### src/rtl/tmds_link_encoder.sv
// tmds_link_encoder
//
// Multi-lane TMDS symbol encoder for the pixel-clock video output path.
// Every lane produces one 10-bit symbol per clock. The symbol class comes
// from I_mode: control codes, DVI 8b/10b video with DC balance, TERC4
// data-island symbols, or guard bands. The pipeline has two register
// stages, so a symbol appears on O_tmds two clocks after its inputs are
// sampled.
//
// Ports
//   I_clk         pixel clock, rising edge
//   I_rst         asynchronous active-high reset
//   I_mode        00 control, 01 video, 10 TERC4 data island, 11 guard band
//   I_guard_type  when I_mode=11: 0 video guard, 1 data-island guard
//   I_video_data  8 bits per lane, pixel byte
//   I_ctrl_data   2 bits per lane, {C1,C0}; lane 0 carries {VS,HS}
//   I_aux_data    4 bits per lane, TERC4 nibble
//   O_tmds        10 bits per lane; lane k at [10k+9:10k]; bit 0 goes out first
//   O_valid       goes high once real post-reset data reaches O_tmds
//
// Flow control: the stream has no backpressure. O_valid is a plain status
// flag, not a handshake; once it rises, every clock delivers a symbol on
// every lane until the next reset.
module tmds_link_encoder #(
  parameter int N_CH = 3
) (
  input  logic                I_clk,
  input  logic                I_rst,
  input  logic [1:0]          I_mode,
  input  logic                I_guard_type,
  input  logic [8*N_CH-1:0]   I_video_data,
  input  logic [2*N_CH-1:0]   I_ctrl_data,
  input  logic [4*N_CH-1:0]   I_aux_data,
  output logic [10*N_CH-1:0]  O_tmds,
  output logic                O_valid
);

  localparam logic [1:0] MODE_CTRL  = 2'b00;
  localparam logic [1:0] MODE_TERC4 = 2'b10;
  localparam logic [1:0] MODE_GUARD = 2'b11;

  // Symbol constants, written bit 9 first.
  localparam logic [9:0] CTRL_00 = 10'b1101010100;
  localparam logic [9:0] GUARD_A = 10'b1011001100;
  localparam logic [9:0] GUARD_B = 10'b0100110011;

  function automatic logic [9:0] ctrl_sym(input logic [1:0] c);
    logic [9:0] s;
    case (c)
      2'b00:   s = 10'b1101010100;
      2'b01:   s = 10'b0010101011;
      2'b10:   s = 10'b0101010100;
      default: s = 10'b1010101011;
    endcase
    return s;
  endfunction

  function automatic logic [9:0] terc4_sym(input logic [3:0] n);
    logic [9:0] s;
    case (n)
      4'd0:    s = 10'b1010011100;
      4'd1:    s = 10'b1001100011;
      4'd2:    s = 10'b1011100100;
      4'd3:    s = 10'b1011100010;
      4'd4:    s = 10'b0101110001;
      4'd5:    s = 10'b0100011110;
      4'd6:    s = 10'b0110001110;
      4'd7:    s = 10'b0100111100;
      4'd8:    s = 10'b1011001100;
      4'd9:    s = 10'b0100111001;
      4'd10:   s = 10'b0110011100;
      4'd11:   s = 10'b1011000110;
      4'd12:   s = 10'b1010001110;
      4'd13:   s = 10'b1001110001;
      4'd14:   s = 10'b0101100011;
      default: s = 10'b1011000011;
    endcase
    return s;
  endfunction

  // Stage-1 registers shared by all lanes. Mode and guard type travel with
  // the payload so a mode change lands on exactly the matching symbol.
  logic [1:0]         r_mode;
  logic               r_guard;
  logic [4*N_CH-1:0]  r_aux;
  logic [2*N_CH-1:0]  r_ctrl;
  logic [1:0]         r_vld;

  always_ff @(posedge I_clk or posedge I_rst) begin
    if (I_rst) begin
      r_mode  <= MODE_CTRL;
      r_guard <= 1'b0;
      r_aux   <= '0;
      r_ctrl  <= '0;
      r_vld   <= 2'b00;
    end else begin
      r_mode  <= I_mode;
      r_guard <= I_guard_type;
      r_aux   <= I_aux_data;
      r_ctrl  <= I_ctrl_data;
      // Valid follows the data through both stages.
      r_vld   <= {r_vld[0], 1'b1};
    end
  end

  assign O_valid = r_vld[1];

  for (genvar k = 0; k < N_CH; k++) begin : g_lane
    localparam logic [9:0] VID_GUARD = (k % 2 == 0) ? GUARD_A : GUARD_B;

    logic [7:0]        w_d;
    logic [3:0]        w_n1_d;
    logic              w_xnor;
    logic [8:0]        w_qm;
    logic [8:0]        r_qm;
    logic [3:0]        w_n1_q;
    logic signed [4:0] w_diff;
    logic [9:0]        w_sym;
    logic signed [4:0] w_cnt_nxt;
    logic [9:0]        r_sym;
    logic signed [4:0] r_cnt;

    assign w_d = I_video_data[8*k +: 8];

    // ---------------- Stage 1: transition minimisation ----------------
    always_comb begin
      w_n1_d = 4'd0;
      for (int i = 0; i < 8; i++) w_n1_d = w_n1_d + {3'b000, w_d[i]};
    end

    assign w_xnor = (w_n1_d > 4'd4) || ((w_n1_d == 4'd4) && !w_d[0]);

    always_comb begin
      logic [8:0] v_qm;
      v_qm    = '0;
      v_qm[0] = w_d[0];
      for (int i = 1; i < 8; i++)
        v_qm[i] = w_xnor ? ~(v_qm[i-1] ^ w_d[i]) : (v_qm[i-1] ^ w_d[i]);
      // q_m[8] flags XOR coding so the receiver can undo it.
      v_qm[8] = ~w_xnor;
      w_qm    = v_qm;
    end

    always_ff @(posedge I_clk or posedge I_rst) begin
      if (I_rst) r_qm <= '0;
      else       r_qm <= w_qm;
    end

    // ---------------- Stage 2: DC balance and symbol select ----------------
    always_comb begin
      w_n1_q = 4'd0;
      for (int i = 0; i < 8; i++) w_n1_q = w_n1_q + {3'b000, r_qm[i]};
    end

    // n1 - n0 = 2*n1 - 8; the 5-bit wrap gives the signed result directly.
    assign w_diff = $signed({w_n1_q, 1'b0} - 5'd8);

    always_comb begin
      w_sym     = CTRL_00;
      w_cnt_nxt = 5'sd0;      // every non-video symbol clears the disparity
      case (r_mode)
        MODE_CTRL:  w_sym = ctrl_sym(r_ctrl[2*k +: 2]);
        MODE_TERC4: w_sym = terc4_sym(r_aux[4*k +: 4]);
        MODE_GUARD: begin
          if (!r_guard)   w_sym = VID_GUARD;
          else if (k == 0) w_sym = terc4_sym({2'b11, r_ctrl[1:0]});
          else            w_sym = GUARD_B;
        end
        default: begin
          if (r_cnt == 5'sd0 || w_n1_q == 4'd4) begin
            w_sym     = {~r_qm[8], r_qm[8], r_qm[8] ? r_qm[7:0] : ~r_qm[7:0]};
            w_cnt_nxt = r_qm[8] ? (r_cnt + w_diff) : (r_cnt - w_diff);
          end else if ((!r_cnt[4] && w_n1_q > 4'd4) || (r_cnt[4] && w_n1_q < 4'd4)) begin
            // Disparity and word lean the same way: send inverted.
            w_sym     = {1'b1, r_qm[8], ~r_qm[7:0]};
            w_cnt_nxt = r_cnt + (r_qm[8] ? 5'sd2 : 5'sd0) - w_diff;
          end else begin
            w_sym     = {1'b0, r_qm[8], r_qm[7:0]};
            w_cnt_nxt = r_cnt - (r_qm[8] ? 5'sd0 : 5'sd2) + w_diff;
          end
        end
      endcase
    end

    always_ff @(posedge I_clk or posedge I_rst) begin
      if (I_rst) begin
        r_sym <= CTRL_00;
        r_cnt <= 5'sd0;
      end else begin
        r_sym <= w_sym;
        r_cnt <= w_cnt_nxt;
      end
    end

    assign O_tmds[10*k +: 10] = r_sym;
  end

endmodule
### config.mk
export PLATFORM = sky130hd
export DESIGN_NAME = tmds_link_encoder
export DESIGN_NICKNAME = d
export VERILOG_FILES = /design/src/rtl/tmds_link_encoder.sv
export SDC_FILE = /design/constraint.sdc
export NUM_CORES = 1
export LEC_CHECK = 0
export CELL_PAD_IN_SITES_DETAIL_PLACEMENT = 0
export CELL_PAD_IN_SITES_GLOBAL_PLACEMENT = 1
export CORE_MARGIN = 2
export CORE_UTILIZATION = 49
export DETAILED_ROUTE_END_ITERATION = 12
export PLACE_DENSITY_LB_ADDON = 0.1
export SLEW_MARGIN = 25
export SYNTH_ARGS = -nofsm -noshare
export SYNTH_HDL_FRONTEND = slang
export SYNTH_SLANG_ARGS = --single-unit
### constraint.sdc
create_clock -name I_clk -period 9.15 [get_ports I_clk]
set_input_delay 1.3725 -clock I_clk [delete_from_list [all_inputs] [get_ports I_clk]]
set_output_delay 1.3725 -clock I_clk [all_outputs]
set_load 0.01 [all_outputs]
==> out/metrics.cfg, run 1 <==
[setup_path]
path_buf_inv=4
critPathKind=flip-flop to flip-flop
critPathCaptureType=flip-flop
crit_path_max_fanout=9
slowest_delay_ns=0.62
path_delay_family=adder cells
cp.required_ns=9.36
slowest_stage=mux2i_2
worstPathCellList=fa_1 > inv_1 > fa_1 > fa_1 > inv_1 > ha_1 > inv_1 > fa_1 > xnor2_1 > inv_1 > ha_1 > a211oi_1 > a21oi_1 > mux2i_2 > xor2_1 > o21ai_0 > nand2_1
critPathLaunchType=flip-flop
arrival_ns=5.27

[finish]
fillers=1306
diodes=0
drive_gt1_share_pct=5.35
final_common_cell=inv_1
nets=1058
area.growth.synth_to_final_pct=16.8
final_cell_mix=inv_1, ha_1, dfrtp_1, clkdlybuf4s50_1, xnor2_1
utilization_pct=58.4

[die]
dieArea_sq_um=16500
die_w_um=129
boundaryPins=78
core_sq_um=15200
initial_core_util_pct=50.0
fp.dieH_um=129
fp-row-count=45

[timing]
relSlewSlack_pct=33.1
timing.final.crit_share_pct=55.3
setup-violations-final=0
finClkSkew_ns=0.0102
maxSlewViolCount=0
hold_viol=0
clock.fmax_mhz=198
tightest_slew_ns=1.00
tns_ns=0
rsz0062_at_grt=false
period_minus_slack_ns=5.06

[yosys]
synth_ff_type=dfrtp_1
ys_ff_latch=92
synthCells=805
ys_types=56
syn-num-nets=990
synth_area_leaders=dfrtp_1, ha_1, fa_1
synth_enable_flop_cells=0
synth_warnings=0
seq_area_frac_synth_pct=30.5
synthArstFlopShare_pct=100
yosys.area.top_type=dfrtp_1
synth_top_area_share_pct=25.4
syn_area_per_cell_sq_um=9.44
syn_area_sq_um=7600

[global_route]
overflow=0
grt_use_total_pct=20.7
grt_start_max_net_pins=84
grt_pass1_vias=5756
grt_antenna_before_repair=0
grt_first_pass_wirelength_um=27200

[drt]
drt-vias-per-instance=5.27
drt-total-wl_um=16000
vias=5621
ant_nets=0
dr.pass1.iters=5
drc=0
wl_per_cell_um=15.0
drt-initial-drc-count=255

[place]
globalplace.congestion=0.875
hpwl_um=12300
port_buffers=77

[cts]
post_cts_buffers=0
clkTransAtPathRegs_ns=0.07
cts-root-buf=clkbuf_16
cts_made_buffers=9
cts.sinks=92
cts_tree=built
clk_latency_ns=0.36
clk_path_buf_depth=2
post_cts_resized=0
hold_buffers=0
cts_max_level=3

[run]
maxCapViolCount=0

[run_status]
outcome=complete, no violations

[worst_hold_path]
hold_path_class=flip-flop to flip-flop

[routing by layer]
layer | track usage [%] | vias up | routed length, um
li1 | - | 2780 | -
met1 | 26.7 | 2747 | 7030
met2 | 36.1 | 82 | 8150
met3 | 3.20 | 12 | 601
met4 | 6.14 | 0 | 182
met5 | 0 | - | 0
[through the flow]
step,instance area [sq um],setup WS (ns),std cells,hold WS [ns]
after global placement,8540,3.93,1050,0.332
after detailed placement,8540,3.83,1050,0.352
final,8870,4.09,1066,0.364
after floorplan,7600,4.57,805,0.331
after global routing,8870,3.76,1066,0.375
after CTS,8870,4.09,1066,0.367
[cell type report]
class	count	area, sq um	area share, %
multi-input combinational	562	4700	53.0
sequential	92	2320	26.2
timing repair buffer	81	805	9.07
inverter	127	478	5.39
clock buffer	10	239	2.69
tap	188	235	2.65
clock inverter	6	93.8	1.06
[kinds of logic after synthesis]
family / Yosys count / synth area share (%)
XOR/XNOR: 88 / 10.1
flip-flops: 92 / 30.5
AO/OA/AOI/OAI: 182 / 15.4
AND/OR/NAND/NOR: 144 / 8.38
multiplexers: 9 / 1.30
other: 1 / 0.0494
adder cells (fa/ha/maj): 138 / 26.6
buffers and inverters: 151 / 7.56
[state kept, by name (all words and copies together), names as in the netlist]
signal and count:
g_lane.r_cnt 12, g_lane.r_qm 27, g_lane.r_sym 30, r_aux 12, r_ctrl 6, r_guard 1, r_mode 2, r_vld 2
[final timing paths]
path                                             start                      endpoint  slack [ns]  cells past startpoint
setup / recovery           g_lane[1].r_qm[0]$_DFF_PP0_  g_lane[1].r_sym[0]$_DFF_PP0_        4.09                     17
hold / removal                      r_vld[0]$_DFF_PP0_            r_vld[1]$_DFF_PP0_        0.36                      0
max in group asynchronous                        I_rst  g_lane[1].r_sym[0]$_DFF_PP0_        6.94                      3
hold reg to reg                     r_vld[0]$_DFF_PP0_            r_vld[1]$_DFF_PP0_        0.36                      0
min in group asynchronous                        I_rst  g_lane[2].r_sym[7]$_DFF_PP0_        1.24                      2
setup reg to reg           g_lane[1].r_qm[0]$_DFF_PP0_  g_lane[1].r_sym[0]$_DFF_PP0_        4.09                     17
[synth_stat cells, drive strengths merged, types with 3 or more instances]
cell	instances
inv	127
ha	99
dfrtp	77
xnor2	59
a21oi	58
nor2	54
nand2	50
o21ai	44
fa	39
xor2	29
clkbuf	23
dfstp	15
a31oi	12
a21o	10
a211oi	9
mux2i	8
nor3	8
o211ai	8
nand2b	7
nor2b	6
and2	5
nand3	5
o221ai	5
o31ai	5
a22oi	4
o21bai	4
o41ai	4
o22ai	3
Power of run 1 is not shown: default switching activity piles up to over one toggle a cycle in this logic, so the estimate is an artifact.
==> run 2, diff against run 1 <==
--- a/config.mk
+++ b/config.mk
@@ -8,7 +8,7 @@
 export CELL_PAD_IN_SITES_DETAIL_PLACEMENT = 0
 export CELL_PAD_IN_SITES_GLOBAL_PLACEMENT = 1
 export CORE_MARGIN = 2
-export CORE_UTILIZATION = 49
+export CORE_UTILIZATION = 41
 export DETAILED_ROUTE_END_ITERATION = 12
 export PLACE_DENSITY_LB_ADDON = 0.1
 export SLEW_MARGIN = 25
==> constraint.sdc (replaced) <==
create_clock -name I_clk -period 4.5 [get_ports I_clk]
set_input_delay 0.675 -clock I_clk [delete_from_list [all_inputs] [get_ports I_clk]]
set_output_delay 0.675 -clock I_clk [all_outputs]
set_load 0.01 [all_outputs]
==> run 2 against run 1 <==
Compared with the run above:
- the run now ends with DRC left
- worst hold slack worse by 0.011 ns
- setup slack got worse by 4.1 ns
- non-clock buffer count is 48 higher
- utilization shrank 5.0 points
- via count grew 2.6%
- sequential cell count unchanged
- global-route usage is 1.7 points lower
- die area increased by 19%
- register-to-register slack worse by 4.1 ns
- count of clock-buffer cells in the layout up 1
- critical endpoint is now g_lane[2].r_cnt[4]$_DFF_PP0_
- largest cell class unchanged
==> out/metrics.cfg, run 2 (synthesis results as in run 1) <==
[run_status]
outcome=finished, violations left  ; was complete, no violations
violations=DRC

[timing]
finalWorstSetupSlack_ns=0.0100  ; was 4.09 ns
tns_ns=0  ; unchanged
period_minus_slack_ns=4.49  ; was 5.06 ns
relSlewSlack_pct=32.4  ; was 33.1%
rsz0062_at_grt=true  ; was false
clock.fmax_mhz=223  ; was 198 MHz
holdWs_ns=0.353  ; was 0.364 ns
setup-violations-final=0  ; unchanged
finClkSkew_ns=0.00910  ; was 0.0102 ns
maxSlewViolCount=0  ; unchanged
tightest_slew_ns=1.01  ; was 1.00 ns
timing.final.crit_share_pct=99.8  ; was 55.3%
hold_viol=0  ; unchanged

[die]
fp-row-count=49  ; was 45
boundaryPins=78  ; unchanged
core_sq_um=18100  ; was 15200 sq um
initial_core_util_pct=42.0  ; was 50.0%
dieArea_sq_um=19600  ; was 16500 sq um
die_w_um=140  ; was 129 um
fp.dieH_um=140  ; was 129 um

[finish]
ff_latch_area_sq_um=2320  ; unchanged
nets=1106  ; was 1058
area.growth.synth_to_final_pct=27.2  ; was 16.8%
multiInputGateArea_sq_um=5060  ; was 4700 sq um
fillers=1616  ; was 1306
largest-register=g_lane.r_sym  ; unchanged
drive_gt1_share_pct=16.1  ; was 5.35%
final_cell_mix=inv_1, ha_1, dfrtp_1, clkdlybuf4s50_1, xnor2_1  ; unchanged
reg_top3=g_lane.r_sym (30), g_lane.r_qm (27)  ; unchanged
diodes=0  ; unchanged
largest_register_ffs=30  ; unchanged
final_common_cell=inv_1  ; unchanged

[place]
globalplace.congestion=0.829  ; was 0.875
hpwl_um=13600  ; was 12300 um
pre_cts_slack_ns=-0.138  ; was 3.83 ns
port_buffers=77  ; unchanged

[worst_hold_path]
hp-start=r_vld[0]$_DFF_PP0_  ; unchanged
worstHoldPathCells=0  ; unchanged
min_to=r_vld[1]$_DFF_PP0_  ; unchanged
hold_path_class=flip-flop to flip-flop  ; unchanged

[cts]
hold_buffers=0  ; unchanged
cts_max_level=3  ; unchanged
clk_path_buf_depth=2  ; unchanged
cts.sinks=92  ; unchanged
cts_made_buffers=9  ; unchanged
cts_tree=built  ; unchanged
cts-root-buf=clkbuf_16  ; unchanged
clk_latency_ns=0.35  ; was 0.36 ns
clkTransAtPathRegs_ns=0.07  ; about the same

[drt]
vias=5769  ; was 5621
ant_nets=0  ; unchanged
drt-initial-drc-count=260  ; was 255
drc=5  ; was 0
dr.pass1.iters=9  ; was 5
drt-total-wl_um=17800  ; was 16000 um
drt-vias-per-instance=4.99  ; was 5.27
wl_per_cell_um=15.4  ; was 15.0 um

[setup_path]
r2r-start=g_lane[2].r_qm[0]$_DFF_PP0_  ; was g_lane[1].r_qm[0]$_DFF_PP0_
rrSetupSlack_ns=0.01  ; was 4.09 ns
cp.required_ns=4.77  ; was 9.36 ns
critPathKind=flip-flop to flip-flop  ; unchanged
worstRegToRegCells=17  ; unchanged
critPathCaptureType=flip-flop  ; unchanged
arrival_ns=4.76  ; was 5.27 ns
r2r-end=g_lane[2].r_cnt[4]$_DFF_PP0_  ; was g_lane[1].r_sym[0]$_DFF_PP0_
crit_path_max_fanout=4  ; was 9
critPathLaunchType=flip-flop  ; unchanged

[global_route]
grt_first_pass_wirelength_um=30000  ; was 27200 um
grt_pass1_vias=6092  ; was 5756
grt_use_total_pct=18.9  ; was 20.7%
grt_antenna_before_repair=0  ; unchanged
overflow=0  ; unchanged
grt_start_max_net_pins=93  ; was 84

[run]
maxCapViolCount=0  ; unchanged

==> run 2: area by class of cell <==
cell class	instances	area share [%]
timing repair buffer	129	12.2
sequential	92	24.0
clock buffer	11	2.51
tap	229	2.97
multi-input combinational	562	52.4
clock inverter	5	0.881
inverter	127	5.04
==> run 2: what timing repair did <==
item | 4_1_cts | 5_1_grt
pin swaps | 30 | 24
setup buffers | 9 | 10
resized for setup | 40 | 27
gates cloned | 0 | 0
setup endpoints to repair | 3 | 30
endpoints found under the hold margin | 0 | 0
==> run 2: how the worst max path moves through the flow <==
stage	startpoint	endpoint
final	g_lane[2].r_qm[0]$_DFF_PP0_	g_lane[2].r_cnt[4]$_DFF_PP0_
after detailed placement	g_lane[2].r_qm[0]$_DFF_PP0_	g_lane[2].r_cnt[4]$_DFF_PP0_
after floorplan	g_lane[2].r_qm[0]$_DFF_PP0_	g_lane[2].r_cnt[4]$_DFF_PP0_
after global placement	g_lane[0].r_qm[0]$_DFF_PP0_	g_lane[0].r_cnt[4]$_DFF_PP0_
after global routing	g_lane[2].r_qm[0]$_DFF_PP0_	g_lane[2].r_cnt[4]$_DFF_PP0_
after CTS	g_lane[2].r_qm[0]$_DFF_PP0_	g_lane[2].r_cnt[4]$_DFF_PP0_
==> run 2: critical path: stages (launching register included) <==
cell and delay (ns):
dfrtp_1 0.39, fa_1 0.53, inv_1 0.05, fa_1 0.49
fa_1 0.41, inv_1 0.07, ha_2 0.18, inv_2 0.04
fa_2 0.62, ha_4 0.24, inv_4 0.06, ha_4 0.19
a21o_1 0.18, a21oi_2 0.14, xor2_1 0.09, or3_1 0.34
a311oi_1 0.25, o21bai_1 0.15
==> run 2: metrics by stage <==
step                std cells  area [sq um]  utilization, %
detailed placement       1120          8840            48.9
global route             1155          9660            53.4
CTS                      1145          9440            52.2
finish                   1155          9660            53.4
global placement         1120          8840            48.9
floorplan                 805          7620               -
==> run 2: routing by layer <==
metal	part of all wire, %	global-route usage, %	vias to the layer above
met1	44	23.8	2800
met4	0.85	4.25	0
met2	52	34.2	88
met3	3.0	3.04	9
li1	-	-	2872
met5	0	0	-
Power of run 2 is left out for the same reason.
